==> config.mk <==
export PLATFORM = sky130hd
export DESIGN_NAME = csr_reg
export DESIGN_NICKNAME = d
export VERILOG_FILES = /design/src/rtl/csr_reg.sv
export SDC_FILE = /design/constraint.sdc
export NUM_CORES = 1
export LEC_CHECK = 0
export ABC_CLOCK_PERIOD_IN_PS = 4100
export CAP_MARGIN = 5
export CORE_ASPECT_RATIO = 1.2
export CORE_MARGIN = 2
export CORE_UTILIZATION = 55
export CTS_CLUSTER_SIZE = 16
export DETAILED_ROUTE_END_ITERATION = 8
export GPL_TIMING_DRIVEN = 0
export HOLD_SLACK_MARGIN = 0.1
export PLACE_DENSITY = 0.84
export SYNTH_ARGS = -nofsm -noshare
export SYNTH_HDL_FRONTEND = slang
export SYNTH_SLANG_ARGS = --single-unit
==> constraint.sdc <==
create_clock -name clk -period 4.1 [get_ports clk]
set_clock_uncertainty 0.05 [all_clocks]
set_input_delay 1.025 -clock clk [delete_from_list [all_inputs] [get_ports clk]]
set_output_delay 1.025 -clock clk [all_outputs]
set_load 0.005 [all_outputs]
==> src/rtl/csr_reg.sv <==
// +--------------------------------------------------------------------------+
// | csr_reg : RV32I machine-mode CSR file with cycle/instret and trap state  |
// | Rev 1.0                                                                  |
// +--------------------------------------------------------------------------+
`timescale 1ns/1ps
`default_nettype none

module csr_reg #(
  parameter logic [31:0] HART_ID  = 32'h0000_0000,
  parameter logic [31:0] MISA_VAL = 32'h4000_0100
) (
  input  logic        clk,
  input  logic        rst_n,
  input  logic        we_i,
  input  logic [31:0] waddr_i,
  input  logic [31:0] wdata_i,
  input  logic [31:0] raddr_i,
  output logic [31:0] rdata_o,
  input  logic        instret_i,
  input  logic        trap_i,
  input  logic [31:0] trap_pc_i,
  input  logic [31:0] trap_cause_i,
  input  logic        mret_i,
  output logic [31:0] mtvec_o,
  output logic [31:0] mepc_o,
  output logic        mie_global_o,
  output logic [31:0] mie_o
);

  localparam logic [11:0] A_MSTATUS   = 12'h300;
  localparam logic [11:0] A_MISA      = 12'h301;
  localparam logic [11:0] A_MIE       = 12'h304;
  localparam logic [11:0] A_MTVEC     = 12'h305;
  localparam logic [11:0] A_MSCRATCH  = 12'h340;
  localparam logic [11:0] A_MEPC      = 12'h341;
  localparam logic [11:0] A_MCAUSE    = 12'h342;
  localparam logic [11:0] A_MTVAL     = 12'h343;
  localparam logic [11:0] A_MIP       = 12'h344;
  localparam logic [11:0] A_MCYCLE    = 12'hB00;
  localparam logic [11:0] A_MINSTRET  = 12'hB02;
  localparam logic [11:0] A_MCYCLEH   = 12'hB80;
  localparam logic [11:0] A_MINSTRETH = 12'hB82;
  localparam logic [11:0] A_CYCLE     = 12'hC00;
  localparam logic [11:0] A_INSTRET   = 12'hC02;
  localparam logic [11:0] A_CYCLEH    = 12'hC80;
  localparam logic [11:0] A_INSTRETH  = 12'hC82;
  localparam logic [11:0] A_MHARTID   = 12'hF14;

  logic        status_mie;
  logic        status_mpie;
  logic [31:0] mie;
  logic [31:0] mtvec;
  logic [31:0] mscratch;
  logic [31:0] mepc;
  logic [31:0] mcause;
  logic [31:0] mtval;
  logic [63:0] mcycle;
  logic [63:0] minstret;

  logic [11:0] wa;
  logic [11:0] ra;
  logic        wr_mstatus, wr_mie, wr_mtvec, wr_mscratch, wr_mepc, wr_mcause, wr_mtval;
  logic        wr_mcycle, wr_mcycleh, wr_minstret, wr_minstreth;
  logic        writable;
  logic [31:0] wmasked;
  logic [31:0] rd_state;

  // Only the low 12 address bits are decoded; the rest are intentionally ignored.
  logic unused_bits;
  assign unused_bits = &{1'b0, waddr_i[31:12], raddr_i[31:12], trap_pc_i[1:0]};

  assign wa = waddr_i[11:0];
  assign ra = raddr_i[11:0];

  assign wr_mstatus   = we_i && (wa == A_MSTATUS);
  assign wr_mie       = we_i && (wa == A_MIE);
  assign wr_mtvec     = we_i && (wa == A_MTVEC);
  assign wr_mscratch  = we_i && (wa == A_MSCRATCH);
  assign wr_mepc      = we_i && (wa == A_MEPC);
  assign wr_mcause    = we_i && (wa == A_MCAUSE);
  assign wr_mtval     = we_i && (wa == A_MTVAL);
  assign wr_mcycle    = we_i && (wa == A_MCYCLE);
  assign wr_mcycleh   = we_i && (wa == A_MCYCLEH);
  assign wr_minstret  = we_i && (wa == A_MINSTRET);
  assign wr_minstreth = we_i && (wa == A_MINSTRETH);

  assign writable = wr_mstatus | wr_mie | wr_mtvec | wr_mscratch | wr_mepc | wr_mcause |
                    wr_mtval | wr_mcycle | wr_mcycleh | wr_minstret | wr_minstreth;

  function automatic logic [31:0] mstatus_view(input logic mie_b, input logic mpie_b);
    return {19'b0, 2'b11, 3'b0, mpie_b, 3'b0, mie_b, 3'b0};
  endfunction

  always_comb begin
    wmasked = wdata_i;
    if (wr_mstatus) begin
      wmasked = mstatus_view(wdata_i[3], wdata_i[7]);
    end else if (wr_mtvec || wr_mepc) begin
      wmasked = {wdata_i[31:2], 2'b00};
    end
  end

  always_comb begin
    rd_state = 32'h0;
    case (ra)
      A_MSTATUS:             rd_state = mstatus_view(status_mie, status_mpie);
      A_MISA:                rd_state = MISA_VAL;
      A_MIE:                 rd_state = mie;
      A_MTVEC:               rd_state = mtvec;
      A_MSCRATCH:            rd_state = mscratch;
      A_MEPC:                rd_state = mepc;
      A_MCAUSE:              rd_state = mcause;
      A_MTVAL:               rd_state = mtval;
      A_MIP:                 rd_state = 32'h0;
      A_MCYCLE,   A_CYCLE:   rd_state = mcycle[31:0];
      A_MCYCLEH,  A_CYCLEH:  rd_state = mcycle[63:32];
      A_MINSTRET, A_INSTRET: rd_state = minstret[31:0];
      A_MINSTRETH, A_INSTRETH: rd_state = minstret[63:32];
      A_MHARTID:             rd_state = HART_ID;
      default:               rd_state = 32'h0;
    endcase
  end

  // Forwarding shows the value the write will store, not the counter's next increment.
  assign rdata_o = (writable && (ra == wa)) ? wmasked : rd_state;

  always_ff @(posedge clk or negedge rst_n) begin
    if (!rst_n) begin
      status_mie  <= 1'b0;
      status_mpie <= 1'b0;
      mepc        <= 32'h0;
      mcause      <= 32'h0;
    end else if (trap_i) begin
      status_mpie <= status_mie;
      status_mie  <= 1'b0;
      mepc        <= {trap_pc_i[31:2], 2'b00};
      mcause      <= trap_cause_i;
    end else begin
      if (mret_i) begin
        status_mie  <= status_mpie;
        status_mpie <= 1'b1;
      end else if (wr_mstatus) begin
        status_mie  <= wdata_i[3];
        status_mpie <= wdata_i[7];
      end
      if (wr_mepc)   mepc   <= {wdata_i[31:2], 2'b00};
      if (wr_mcause) mcause <= wdata_i;
    end
  end

  always_ff @(posedge clk or negedge rst_n) begin
    if (!rst_n) begin
      mie      <= 32'h0;
      mtvec    <= 32'h0;
      mscratch <= 32'h0;
      mtval    <= 32'h0;
    end else begin
      if (wr_mie)      mie      <= wdata_i;
      if (wr_mtvec)    mtvec    <= {wdata_i[31:2], 2'b00};
      if (wr_mscratch) mscratch <= wdata_i;
      if (wr_mtval)    mtval    <= wdata_i;
    end
  end

  // A write to either half freezes the whole 64-bit counter for that cycle.
  always_ff @(posedge clk or negedge rst_n) begin
    if (!rst_n) begin
      mcycle <= 64'h0;
    end else if (wr_mcycle) begin
      mcycle[31:0] <= wdata_i;
    end else if (wr_mcycleh) begin
      mcycle[63:32] <= wdata_i;
    end else begin
      mcycle <= mcycle + 64'd1;
    end
  end

  always_ff @(posedge clk or negedge rst_n) begin
    if (!rst_n) begin
      minstret <= 64'h0;
    end else if (wr_minstret) begin
      minstret[31:0] <= wdata_i;
    end else if (wr_minstreth) begin
      minstret[63:32] <= wdata_i;
    end else if (instret_i) begin
      minstret <= minstret + 64'd1;
    end
  end

  assign mtvec_o      = mtvec;
  assign mepc_o       = mepc;
  assign mie_global_o = status_mie;
  assign mie_o        = mie;

endmodule

`default_nettype wire

==> results of run 1 <==
## flip-flops by register name, indices dropped and copies added, names as in the netlist
name,count
status_mpie,1
mcycle,64
mcause,32
mie_global_o,1
mscratch,32
mepc_o,30
mtvec_o,30
mie_o,32
mtval,32
minstret,64
## final timing paths
| path | start | to | slack, ns | cells after the start |
|---|---|---|---|---|
| min | rst_n | mtvec_o[10] | 0.44 | 1 |
| max in group asynchronous | rst_n | mie_o[24] | 2.37 | 2 |
| min reg2reg | mtvec_o[28] | mtvec_o[28] | 0.45 | 2 |
| max reg2reg | mcycle[8] | mcycle[29] | 0.83 | 6 |
| max | waddr_i[3] | rdata_o[13] | -0.12 | 12 |
| min in group clk | mtvec_o[28] | mtvec_o[28] | 0.45 | 2 |
## report_power, final
| group | switching, mW | internal, mW | leakage (nW) |
|---|---|---|---|
| Combinational | 0.656 | 0.441 | 6.02 |
| Clock | 1.44 | 1.97 | 0.587 |
| Sequential | 0.197 | 3.28 | 4.09 |
## synthesized netlist by cell type, drive strengths merged (17+ instances only)
library cell,instances,area share
dfrtp,318,0.42
a21oi,48,0.013
buf,61,0.017
o21ai,188,0.049
xor2,34,0.016
clkbuf,112,0.022
mux2i,131,0.069
nor4,28,0.014
nand4,36,0.013
mux4,17,0.020
nand2,319,0.063
o2bb2ai,29,0.013
a22oi,30,0.012
mux2,116,0.068
and3,40,0.013
nand3,86,0.023
a32oi,22,0.010
nor2,85,0.017
nor3,41,0.011
xnor2,38,0.017
and4,20,0.0092
## cells by family (layout without fill, tap and decap cells)
group,Yosys count,in the layout,share of synthesized area
AO/OA/AOI/OAI,456,456,0.157
other,1,6,0.000196
flip-flops,318,318,0.416
adder cells (fa/ha/maj),2,2,0.00131
XOR/XNOR,72,72,0.0330
multiplexers,264,264,0.157
AND/OR/NAND/NOR,729,729,0.193
buffers and inverters,189,561,0.0423
## routing by layer
metal,global-route usage,share of wire,up-vias,wire length [microns]
met1,0.574,0.33,9828,30100
met5,0,0.000099,-,9
li1,-,-,8192,-
met2,0.777,0.45,1850,41400
met3,0.116,0.12,574,10600
met4,0.378,0.098,2,8950
## worst reg2reg max path: cells and delay by family, from the launching register on
| family | cells | cell delay [ns] |
|---|---|---|
| XOR/XNOR | 1 | 0.19 |
| AND/OR/NAND/NOR | 4 | 2.27 |
| AO/OA/AOI/OAI | 1 | 0.14 |
| flip-flops | 1 | 0.53 |
## repair_timing
item                                    in CTS  in global routing
resized for setup                          402                 68
pin swaps                                   37                 16
endpoints found under the setup margin      32                 32
cloned                                       2                  0
buffers inserted                            63                 13
hold buffers                                 0                  0
## through the flow
| step | total power [mW] | TNS, ns | instance area (sq um) | worst slack, ns |
|---|---|---|---|---|
| floorplan | 3.91 | 0 | 19100 | 0.209 |
| global placement | 4.44 | -3860.86 | 22100 | -11.95 |
| detailed placement | 4.47 | -70.03 | 22200 | -2.24 |
| CTS | 7.85 | -0.193 | 24900 | -0.0675 |
| global route | 8.12 | -1.20 | 25100 | -0.130 |
| finish | 7.99 | -0.986 | 25100 | -0.118 |
## final cells by class
class                      instances  share of cell area
multi-input combinational       1527               0.451
clock buffer                      52              0.0415
clock inverter                     9             0.00614
tap                              456              0.0227
timing repair buffer             316               0.117
sequential                       318               0.317
buffer                           168              0.0419
antenna                            2            0.000200
inverter                          16             0.00239
==> impl_metrics.yaml, run 1 <==
flow_run:
  maxCapViolCount: 0
layout:
  final_common_cell: "dfrtp_1"
  seqCellArea_sq_mm: 0.00796
  fill_cells: 2351
  fin_util: 0.734
  multi_input_area_sq_mm: 0.0113
  syn2layout_area_growth_pct: 31.1
  stdcell_count: 2864
  final_layout_size_suffix_gt1_frac: 0.215
  mostFrequentLayoutCells: "318 x dfrtp_1, 317 x nand2_1, 186 x clkdlybuf4s50_1, 175 x o21ai_0, 127 x mux2i_1"
  fin_nets: 2551
sta:
  grt_setup_unrepaired: "yes"
  fin_ws_ns: -0.118
  whs_ns: 0.444
  setup_viol: 18
  fin_crit_sh: 1.03
  worst_slew_pin_slew_ns: 1.36
  final_max_slew_viol_count: 0
  slew_headroom: 0.0836
  min_period_ns: 4.22
  max_freq_ghz: 0.237
  hold_viol: 0
power_and_ir_drop:
  p_leak_nw: 10.7
  irDropWorstVdd_mv: 0.395
  power_density_mw_per_mm2: 318
synthesis:
  syn_inst: 2031
  ys_seq_area_frac: 0.416
  async_flop_share: 1.00
  synth_seq_cells: 318
  yosysWarnings: 0
  ys.flop_type: "dfrtp_1"
  synth_edf_count: 0
  yosysUniqueCellTypes: 85
  avgSynthCellArea_sq_um: 9.42
  synthesis.area_sq_mm: 0.0191
critical_path:
  critPathMostFrequentCell: "buf_12"
  critPathLaunchType: "input port"
  cpPeakStageDelay_ns: 0.38
  cp-end-kind: "output pin"
  cp.required_ns: 3.02
  crit_arrival_ns: 3.14
  crit_fanout: 6
  slowest_stage: "or3b_1"
  cp_num_buf_inv: 7
  path_delay_family: "buffers and inverters"
  crit_chain: "buf_2 -> or3b_1 -> buf_6 -> nor4_4 -> buf_4 -> o31ai_4 -> nor2_4 -> buf_12 -> buf_12 -> buf_12 -> o2bb2ai_4 -> buf_2"
  crit_type: "input port to output pin"
clock_tree:
  clock_latency_ns: 0.56
  clk_pin_slew_worst_paths_ns: 0.06
  cts_buffer_depth: 3
  numCtsBuffers: 36
  root_buffer: "clkbuf_16"
  cts_tree: "built"
  clock-sinks: 318
  h-tree-depth: 2
die:
  die-width_microns: 174
  die_h_microns: 208
  std_cell_rows: 74
  start_util: 0.560
  io_pins: 295
  fp.coreArea_sq_mm: 0.0342
  dieArea_sq_mm: 0.0363
global_routing:
  grt_pass1_vias: 20329
  antenna_found_initial: 2
  grt-ovfl-total: 0
  gr-usage-all-layers: 0.490
  grt_pass1_wl_mm: 132
  grt_max_degree: 127
detailed_routing:
  wl_mm: 91.1
  vias: 20446
  vias_per_cell: 7.14
  wl_per_cell_microns: 31.8
  drt_iter0_drc: 2736
  ant_nets: 0
  first_pass_iters: 9
  drc: 0
place:
  dp_hpwl_mm: 64.2
  routabilityCongestion: 1.07
  port_buffers: 237
  dpl.cell_count: 2730
run_status:
  status: "complete, but fails checks"
  violations: "setup timing"
min_path:
  min_path_type: "input port to asynchronous set/reset pin"
(Power assumes the default switching activity.)
==> run 2, diff against run 1 <==
CORE_UTILIZATION = 61   (was 55)
DONT_BUFFER_PORTS = 1   (was unset)
PLACE_DENSITY = 0.8   (was 0.84)
TNS_END_PERCENT = 5   (was unset)
==> impl_metrics.yaml, run 2 (synthesis results as in run 1) <==
layout:
  fill_cells: 2505
  stdcell_count: 2513
  syn2layout_area_growth_pct: 11.5
  final_common_cell: "nand2_1"
  reg_top3: "mcycle: 64 flops, minstret: 64 flops"
  stdcell_area_sq_mm: 0.0213
  fin_nets: 2254
  fin_util: 0.686
  mostFrequentLayoutCells: "319 x nand2_1, 318 x dfrtp_1, 181 x o21ai_0, 125 x mux2i_1, 116 x mux2_2"
  final_layout_size_suffix_gt1_frac: 0.163
critical_path:
  cp.required_ns: 3.02
  path_delay_family: "compound AO/OA/AOI/OAI gates"
  slowest_stage: "clkbuf_1"
  crit_fanout: 10
  crit_arrival_ns: 3.12
  crit_chain: "clkbuf_1 -> nor2_4 -> clkbuf_2 -> a32oi_1 -> o221ai_1 -> a21oi_2 -> o2bb2ai_4"
  critPathLaunchType: "input port"
  cpPeakStageDelay_ns: 0.50
  crit_type: "input port to output pin"
  cp-end-kind: "output pin"
  cp_num_buf_inv: 2
detailed_routing:
  drt_iter0_drc: 2721
  drc: 0
  wl_mm: 82.2
  vias_per_cell: 7.45
  wl_per_cell_microns: 32.7
  vias: 18722
  ant_nets: 0
  first_pass_iters: 7
place:
  routabilityCongestion: 1.05
  dp_hpwl_mm: 59.4
  dpl.cell_count: 2436
  pre_cts_ws_ns: -1.29
  post_dp_cell_area_sq_mm: 0.0197
  port_buffers: 0
clock_tree:
  cts_tree: "built"
  cts_buffer_depth: 3
  numCtsBuffers: 34
  clock_latency_ns: 0.55
  root_buffer: "clkbuf_16"
  clk_pin_slew_worst_paths_ns: 0.06
  postCtsHoldBufs: 0
  h-tree-depth: 2
  clock-sinks: 318
sta:
  slew_headroom: 0.0731
  fin_crit_sh: 1.02
  min_period_ns: 4.19
  fin_ws_ns: -0.0914
  grt_setup_unrepaired: "yes"
  setup_viol: 14
  max_freq_ghz: 0.239
  worst_slew_pin_slew_ns: 1.39
  hold_viol: 0
  final_max_slew_viol_count: 0
die:
  die-width_microns: 166
  die_h_microns: 198
  start_util: 0.615
  dieArea_sq_mm: 0.0328
  std_cell_rows: 71
  io_pins: 295
  fp.coreArea_sq_mm: 0.0311
power_and_ir_drop:
  power_density_mw_per_mm2: 348
  irDropWorstVdd_mv: 0.389
  comb_power_share: 0.102
  p_int_mw: 5.36
  p_sw_mw: 2.06
  p_leak_nw: 9.12
  p_clk_frac: 0.428
  seqPwrFrac: 0.469
  p_sw_frac: 0.277
  p_total_mw: 7.41
min_path:
  min_path_type: "input port to asynchronous set/reset pin"
global_routing:
  grt-ovfl-total: 0
  antenna_found_initial: 3
  grt_max_degree: 319
  grt_pass1_vias: 18241
  gr-usage-all-layers: 0.491
  grt_pass1_wl_mm: 120
run_status:
  status: "complete, but fails checks"
  violations: "setup timing"
flow_run:
  maxCapViolCount: 0
==> run 2: cell types whose count changed in the layout (fill, tap and decap cells not counted), sizes merged <==
cell           change
buf              -102
inv                -1
clkinvlp           +1
clkinv             +1
clkbuf             -1
bufinv             -2
clkdlybuf4s15      -1
clkdlybuf4s50    -186
dlygate4sd2        -5
==> run 2: routing by layer <==
metal / part of all wire / track usage
met1: 0.35 / 0.576
met2: 0.45 / 0.777
met3: 0.11 / 0.136
met4: 0.090 / 0.368
met5: 0 / 0
==> run 2: worst register-to-register path, delay by kind of cell, from the launching register on <==
kind / cells / cell delay, ns
AND/OR/NAND/NOR: 6 / 2.18
flip-flops: 1 / 0.56
buffers and inverters: 1 / 0.30
==> run 2: path summary, 6_finish.rpt <==
kind,from,end,slack [ns],depth (start not counted)
worst max-delay path,raddr_i[3],rdata_o[23],-0.09,7
min in group clk,mscratch[15],mscratch[15],0.45,1
worst min register to register,mscratch[15],mscratch[15],0.45,1
worst max register to register,mcycle[11],mcycle[38],0.93,7
worst min-delay path,rst_n,minstret[41],0.13,0
max in group asynchronous,rst_n,minstret[38],2.75,0
==> run 2: through the flow <==
stage	TNS (ns)	hold slack, ns
CTS	-0.0466	0.137
global route	-0.520	0.125
global placement	-28.40	0.415
finish	-0.358	0.135
detailed placement	-28.49	0.442
floorplan	0	0.395
==> run 2: power by group through the flow <==
stage / combinational [mW] / sequential (mW) / clock (mW)
5_1_grt: 0.794 / 3.49 / 3.27
6_report: 0.759 / 3.48 / 3.17
2_1_floorplan: 0.468 / 3.45 / 0
4_1_cts: 0.717 / 3.47 / 3.14
3_3_place_gp: 0.673 / 3.51 / 0
3_5_place_dp: 0.689 / 3.52 / 0
==> run 2: what timing repair did <==
item | 4_1_cts | 5_1_grt
pin swaps | 5 | 4
buffers inserted | 5 | 10
resized for setup | 88 | 32
setup endpoints to repair | 32 | 31
==> run 2: layout make-up <==
type | instances | area, sq um | area share
sequential | 318 | 7960 | 0.373
antenna | 2 | 5.00 | 0.000235
buffer | 172 | 872 | 0.0409
clock buffer | 52 | 1030 | 0.0482
timing repair buffer | 17 | 125 | 0.00587
inverter | 16 | 60.1 | 0.00282
clock inverter | 8 | 86.3 | 0.00405
multi-input combinational | 1527 | 10700 | 0.501
tap | 401 | 502 | 0.0235
